$ cat config.mk
export PLATFORM = sky130hd
export DESIGN_NAME = vliw_pipe_hazard_ctrl
export DESIGN_NICKNAME = d
export VERILOG_FILES = /design/src/rtl/vliw_pipe_hazard_ctrl.sv
export SDC_FILE = /design/constraint.sdc
export NUM_CORES = 1
export LEC_CHECK = 0
export CORE_MARGIN = 1.5
export CORE_UTILIZATION = 30
export CTS_BUF_LIST = sky130_fd_sc_hd__clkbuf_4
export DETAILED_ROUTE_END_ITERATION = 12
export GPL_TIMING_DRIVEN = 0
export SLEW_MARGIN = 0
export SYNTH_ARGS = -nofsm -noshare
export SYNTH_HDL_FRONTEND = slang
export SYNTH_SLANG_ARGS = --single-unit
$ cat constraint.sdc
create_clock -name clk -period 7.15 [get_ports clk]
set_input_delay 1.43 -clock clk [delete_from_list [all_inputs] [get_ports clk]]
set_output_delay 1.43 -clock clk [all_outputs]
set_load 0.1 [all_outputs]
$ cat src/rtl/vliw_pipe_hazard_ctrl.sv
// Pipeline-register control for the two-slot VLIW pipe: load-use bubbles,
// taken-branch squash and memory freeze, plus saturating stall/flush counters.
module vliw_pipe_hazard_ctrl #(
  parameter int REG_ADDR_W  = 5,
  parameter int LOAD_STALL  = 1,
  parameter int FLUSH_EXTRA = 1,
  parameter int CNT_W       = 16
) (
  input  logic                  clk,
  input  logic                  reset,
  input  logic [REG_ADDR_W-1:0] id_rs_s0,
  input  logic [REG_ADDR_W-1:0] id_rt_s0,
  input  logic [REG_ADDR_W-1:0] id_rs_s1,
  input  logic [REG_ADDR_W-1:0] id_rt_s1,
  input  logic                  id_use_rt_s0,
  input  logic                  id_use_rt_s1,
  input  logic                  ex_memread_s0,
  input  logic                  ex_memread_s1,
  input  logic [REG_ADDR_W-1:0] ex_rd_s0,
  input  logic [REG_ADDR_W-1:0] ex_rd_s1,
  input  logic                  ex_branch_taken,
  input  logic                  mem_ready,
  output logic                  pc_write,
  output logic                  ifid_write,
  output logic                  exmem_write,
  output logic                  ifid_flush,
  output logic                  idex_flush,
  output logic [CNT_W-1:0]      stall_cnt,
  output logic [CNT_W-1:0]      flush_cnt
);

  typedef enum logic [1:0] {RUN, STALL, FLUSH, HOLD} state_t;

  localparam logic [2:0] STALL_REM = 3'(LOAD_STALL - 1);
  localparam logic [2:0] FLUSH_REM = 3'(FLUSH_EXTRA);

  // Control vector order: {pc_write, ifid_write, exmem_write, ifid_flush, idex_flush}
  localparam logic [4:0] CTL_RESET  = 5'b00011;
  localparam logic [4:0] CTL_FREEZE = 5'b00000;
  localparam logic [4:0] CTL_RUN    = 5'b11100;
  localparam logic [4:0] CTL_BUBBLE = 5'b00101;
  localparam logic [4:0] CTL_BRANCH = 5'b11111;
  localparam logic [4:0] CTL_SQUASH = 5'b11110;

  state_t     state, savedState, nextState, nextSaved;
  logic [2:0] rem, nextRem;
  logic [4:0] ctl;
  logic       stallInc, flushInc, takeBranch;
  logic       hitS0, hitS1, loadUse;

  assign hitS0 = ex_memread_s0 && (ex_rd_s0 != '0) &&
                 ((ex_rd_s0 == id_rs_s0) || (ex_rd_s0 == id_rs_s1) ||
                  (id_use_rt_s0 && (ex_rd_s0 == id_rt_s0)) ||
                  (id_use_rt_s1 && (ex_rd_s0 == id_rt_s1)));
  assign hitS1 = ex_memread_s1 && (ex_rd_s1 != '0) &&
                 ((ex_rd_s1 == id_rs_s0) || (ex_rd_s1 == id_rs_s1) ||
                  (id_use_rt_s0 && (ex_rd_s1 == id_rt_s0)) ||
                  (id_use_rt_s1 && (ex_rd_s1 == id_rt_s1)));
  assign loadUse = hitS0 || hitS1;

  assign {pc_write, ifid_write, exmem_write, ifid_flush, idex_flush} = ctl;

  always_comb begin
    ctl        = CTL_FREEZE;
    nextState  = state;
    nextSaved  = savedState;
    nextRem    = rem;
    stallInc   = 1'b0;
    flushInc   = 1'b0;
    takeBranch = 1'b0;
    case (state)
      RUN: begin
        if (!mem_ready) begin
          nextSaved = RUN;
          nextState = HOLD;
        end else if (ex_branch_taken) begin
          takeBranch = 1'b1;
        end else if (loadUse) begin
          ctl      = CTL_BUBBLE;
          stallInc = 1'b1;
          if (LOAD_STALL > 1) begin
            nextState = STALL;
            nextRem   = STALL_REM;
          end
        end else begin
          ctl = CTL_RUN;
        end
      end
      STALL: begin
        if (!mem_ready) begin
          nextSaved = STALL;
          nextState = HOLD;
        end else if (ex_branch_taken) begin
          takeBranch = 1'b1;
        end else begin
          ctl      = CTL_BUBBLE;
          stallInc = 1'b1;
          nextRem  = rem - 3'd1;
          if (rem <= 3'd1) nextState = RUN;
        end
      end
      FLUSH: begin
        // EX holds a squashed op here, so a taken branch is meaningless.
        if (!mem_ready) begin
          nextSaved = FLUSH;
          nextState = HOLD;
        end else begin
          ctl     = CTL_SQUASH;
          nextRem = rem - 3'd1;
          if (rem <= 3'd1) nextState = RUN;
        end
      end
      HOLD: begin
        if (mem_ready) nextState = savedState;
      end
      default: nextState = RUN;
    endcase

    if (takeBranch) begin
      ctl      = CTL_BRANCH;
      flushInc = 1'b1;
      if (FLUSH_EXTRA > 0) begin
        nextState = FLUSH;
        nextRem   = FLUSH_REM;
      end else begin
        nextState = RUN;
      end
    end

    if (!reset) ctl = CTL_RESET;
  end

  always_ff @(negedge clk) begin
    if (!reset) begin
      state      <= RUN;
      savedState <= RUN;
      rem        <= '0;
      stall_cnt  <= '0;
      flush_cnt  <= '0;
    end else begin
      state      <= nextState;
      savedState <= nextSaved;
      rem        <= nextRem;
      if (stallInc && (stall_cnt != '1)) stall_cnt <= stall_cnt + 1'b1;
      if (flushInc && (flush_cnt != '1)) flush_cnt <= flush_cnt + 1'b1;
    end
  end

endmodule

==> impl_metrics.tcl <==
set metrics [dict create \
    clockBufferDepth 2 \
    crit_path_top_delay_cell "clkdlybuf4s50_1" \
    power.combinational.fraction 0.430 \
    total_track_usage 0.1592 \
    syn_inst 338 \
    initial_core_util 0.3095 \
    final_nets 492 \
    run_status "finished, final reports clean" \
    cts_num_sinks 39 \
    core_sq_mm 0.008678 \
    arrival_ps 5600 \
    type_of_destination_of_the_critical_path "output port" \
    routed-via-count 2741 \
    ys_seq_area_frac 0.2906 \
    cts_tree "done" \
    synthesis.area_per_instance_sq_um 7.948 \
    vdd.ir_drop.worst_v 0.00008685 \
    clkPwrFrac 0.274 \
    drtIter0Drc 149 \
    initial_antenna_violation_count 0 \
    worst-slew-pin-transition_ps 976.1 \
    synth-simple-area-share 0.2492 \
    h_tree_lvl_count 2 \
    critical-path-top-delay-family "buffers and inverters" \
    global_route_wire_length_before_repair_um 12690 \
    post-synth-top-count-cell "xnor2_1" \
    critical_path.max_stage_delay_ps 1170 \
    finalCoreUtilization 0.4347 \
    route.detailed.drc 0 \
    die_area_sq_mm 0.009531 \
    finalSetupViolCount 0 \
    grt_overflow_total 0 \
    ant_nets 0 \
    layout-drive-gt1-share 0.1051 \
    internal_power_uw 487.5 \
    synth_xor_area_frac 0.1728 \
    total_power_uw 857.6 \
    power.sequential.fraction 0.295 \
    syn2layout_area_growth_pct 40.43 \
    vias_in_the_first_global_route 2883 \
    max-slew-margin-rel 0.3473 \
    worst_setup_path_start_kind "register" \
    routed_wirelength_um 7399 \
    worstPathCellList "clkdlybuf4s50_1" \
    wire_per_inst_um 13.33 \
    die_w_um 97.63 \
    post_synth_main_area_contributors "dfxtp_1 29%, xnor2_1 15%, nand2_1 5.3%" \
    clock_insertion_delay_worst_skew_ps 430 \
    clkSlewWorstSetupHoldPaths_ps 50 \
    setup-tns-final_ps 0 \
    synth-edff-count 0 \
    synth_largest_type_area_fraction 0.2906 \
    final_max_slew_viol_count 0 \
    row_count 34 \
    route.detailed.vias_per_inst 4.939 \
    synth-adder-area-share 0.03726 \
    synth-compound-area-share 0.1705 \
    power.switching_fraction 0.4315 \
    synthesis.area_sq_mm 0.002686 \
    p_sw_uw 370.0 \
    ys_top_cells_by_count "47 x xnor2_1, 39 x dfxtp_1, 38 x nand2_1, 26 x nor2_1, 20 x a21oi_1" \
    timing.setup.critical_path_class "reg2out" \
    crit_buf_inv 1 \
    synth_flop_cell "dfxtp_1" \
    report.final.hold_viol_count 0 \
    cell_type_with_the_highest_aggregate_area_in_the_netlist "dfxtp_1" \
    leakage_uw 0.001394 \
    worst-path-max-fanout 6 \
    async_flop_share 0 \
    cellPowerDensity_mw_per_mm2 227.3 \
    hp-class "reg2reg" \
    hold_buf_count_cts 0 \
    pin_count_of_the_biggest_net_entering_global_routing 13 \
    synth_nets 384 \
    clock-skew-final_ps 38.51 \
    timing.critical_path.required_ps 5720 \
    count_of_max_cap_constraint_violations 0 \
    routability_congestion_estimate 0.8971 \
    detail_route.first_pass.iterations 4 \
    synth.area.mux_share 0.007452 \
    diodes 0 \
    synth_top_family_by_area "simple AND/OR/NAND/NOR gates" \
    synth-warning-count 0 \
    ctsRootBufferMaster "clkbuf_4" \
    cts_inserted_buffers 5 \
    ios 75 \
    port-buffer-count 62 \
    dp.final_hpwl_um 5524 \
    die_y_um 97.63 \
    ys_ff_latch 39 \
    ys_types 46 \
]
[cell usage in the layout, fill, tap and decap left out, drive strengths merged, types with 8 or more instances in the layout]
master	count
clkdlybuf4s50	57
or3	9
a21oi	20
nand3	10
ha	8
o21ai	16
nand2	38
xnor2	47
clkbuf	14
nor2	26
dfxtp	39
buf	21
nand4	10
inv	51
o31ai	9
or4	11
[power groups by stage]
stage / Clock, uW / Combinational (uW) / Sequential (uW)
finish: 235 / 369 / 253
global route: 274 / 402 / 256
CTS: 247 / 351 / 251
detailed placement: 34.1 / 332 / 253
global placement: 34.1 / 327 / 252
floorplan: 34.1 / 234 / 268
[per-stage QoR]
stage | cell area [sq um] | std cells | setup WS [ps] | hold slack, ps
6_report | 3772 | 555 | 123.3 | 489.3
5_1_grt | 3772 | 555 | -13.93 | 522.4
4_1_cts | 3729 | 553 | -53.03 | 489.9
3_5_place_dp | 3478 | 508 | -903.9 | 485.6
3_3_place_gp | 3478 | 508 | -864.7 | 477.3
2_1_floorplan | 2723 | 338 | -163.2 | 460.2
[routing by layer]
| metal | track usage | up-vias | routed length, um | share of wire |
|---|---|---|---|---|
| li1 | - | 1416 | - | - |
| met1 | 0.1813 | 1277 | 3297 | 0.45 |
| met2 | 0.2783 | 42 | 3770 | 0.51 |
| met3 | 0.04892 | 6 | 257 | 0.035 |
| met4 | 0.05934 | 0 | 74 | 0.010 |
| met5 | 0 | - | 0 | 0 |
[timing repair]
action,in CTS,in global routing
resized for setup,42,14
pin swaps,2,2
buffers inserted,0,3
endpoints found under the setup margin,5,5
[final cells by class]
type	count	area (sq um)
Multi-Input combinational cell	263	1774
Inverter	11	43.79
Sequential cell	39	783.3
Clock inverter	42	187.7
Clock buffer	5	37.54
Timing Repair Buffer	65	651.9
Buffer	22	158.9
Fill cell	912	4906
Tap cell	108	135.1
[cell families (layout without fill, tap and decap cells)]
| family | count (synthesis) | count (layout) |
|---|---|---|
| simple gates | 131 | 131 |
| compound gates | 69 | 69 |
| xor+xnor | 53 | 53 |
| flops | 39 | 39 |
| buf+inv | 36 | 145 |
| fa+ha+maj | 8 | 8 |
| mux | 2 | 2 |
[worst register-to-register path, stage by stage (launching register included)]
cell     delay (ps)
dfxtp_1         410
and4_1          300
nand4_1         240
nor2_1          300
a41o_1          370
buf_2           280
buf_2           270
o31ai_1         110
a21oi_1         130
[worst paths after layout]
check / cells after the start / slack (ps) / start / end
worst max-delay path: 1 / 120 / stall_cnt[1]$_SDFFE_NN0P_ / stall_cnt[1]
worst min-delay path: 2 / 490 / stall_cnt[5]$_SDFFE_NN0P_ / stall_cnt[5]$_SDFFE_NN0P_
worst min register to register: 2 / 490 / stall_cnt[5]$_SDFFE_NN0P_ / stall_cnt[5]$_SDFFE_NN0P_
worst max register to register: 8 / 4670 / stall_cnt[2]$_SDFFE_NN0P_ / stall_cnt[15]$_SDFFE_NN0P_
[registers in the layout, summed over array words and instances (netlist names)]
signal and flops:
flush_cnt 16, rem 3, savedState 2, stall_cnt 16, state 2
Note: power is estimated with default switching activity, not from simulation.
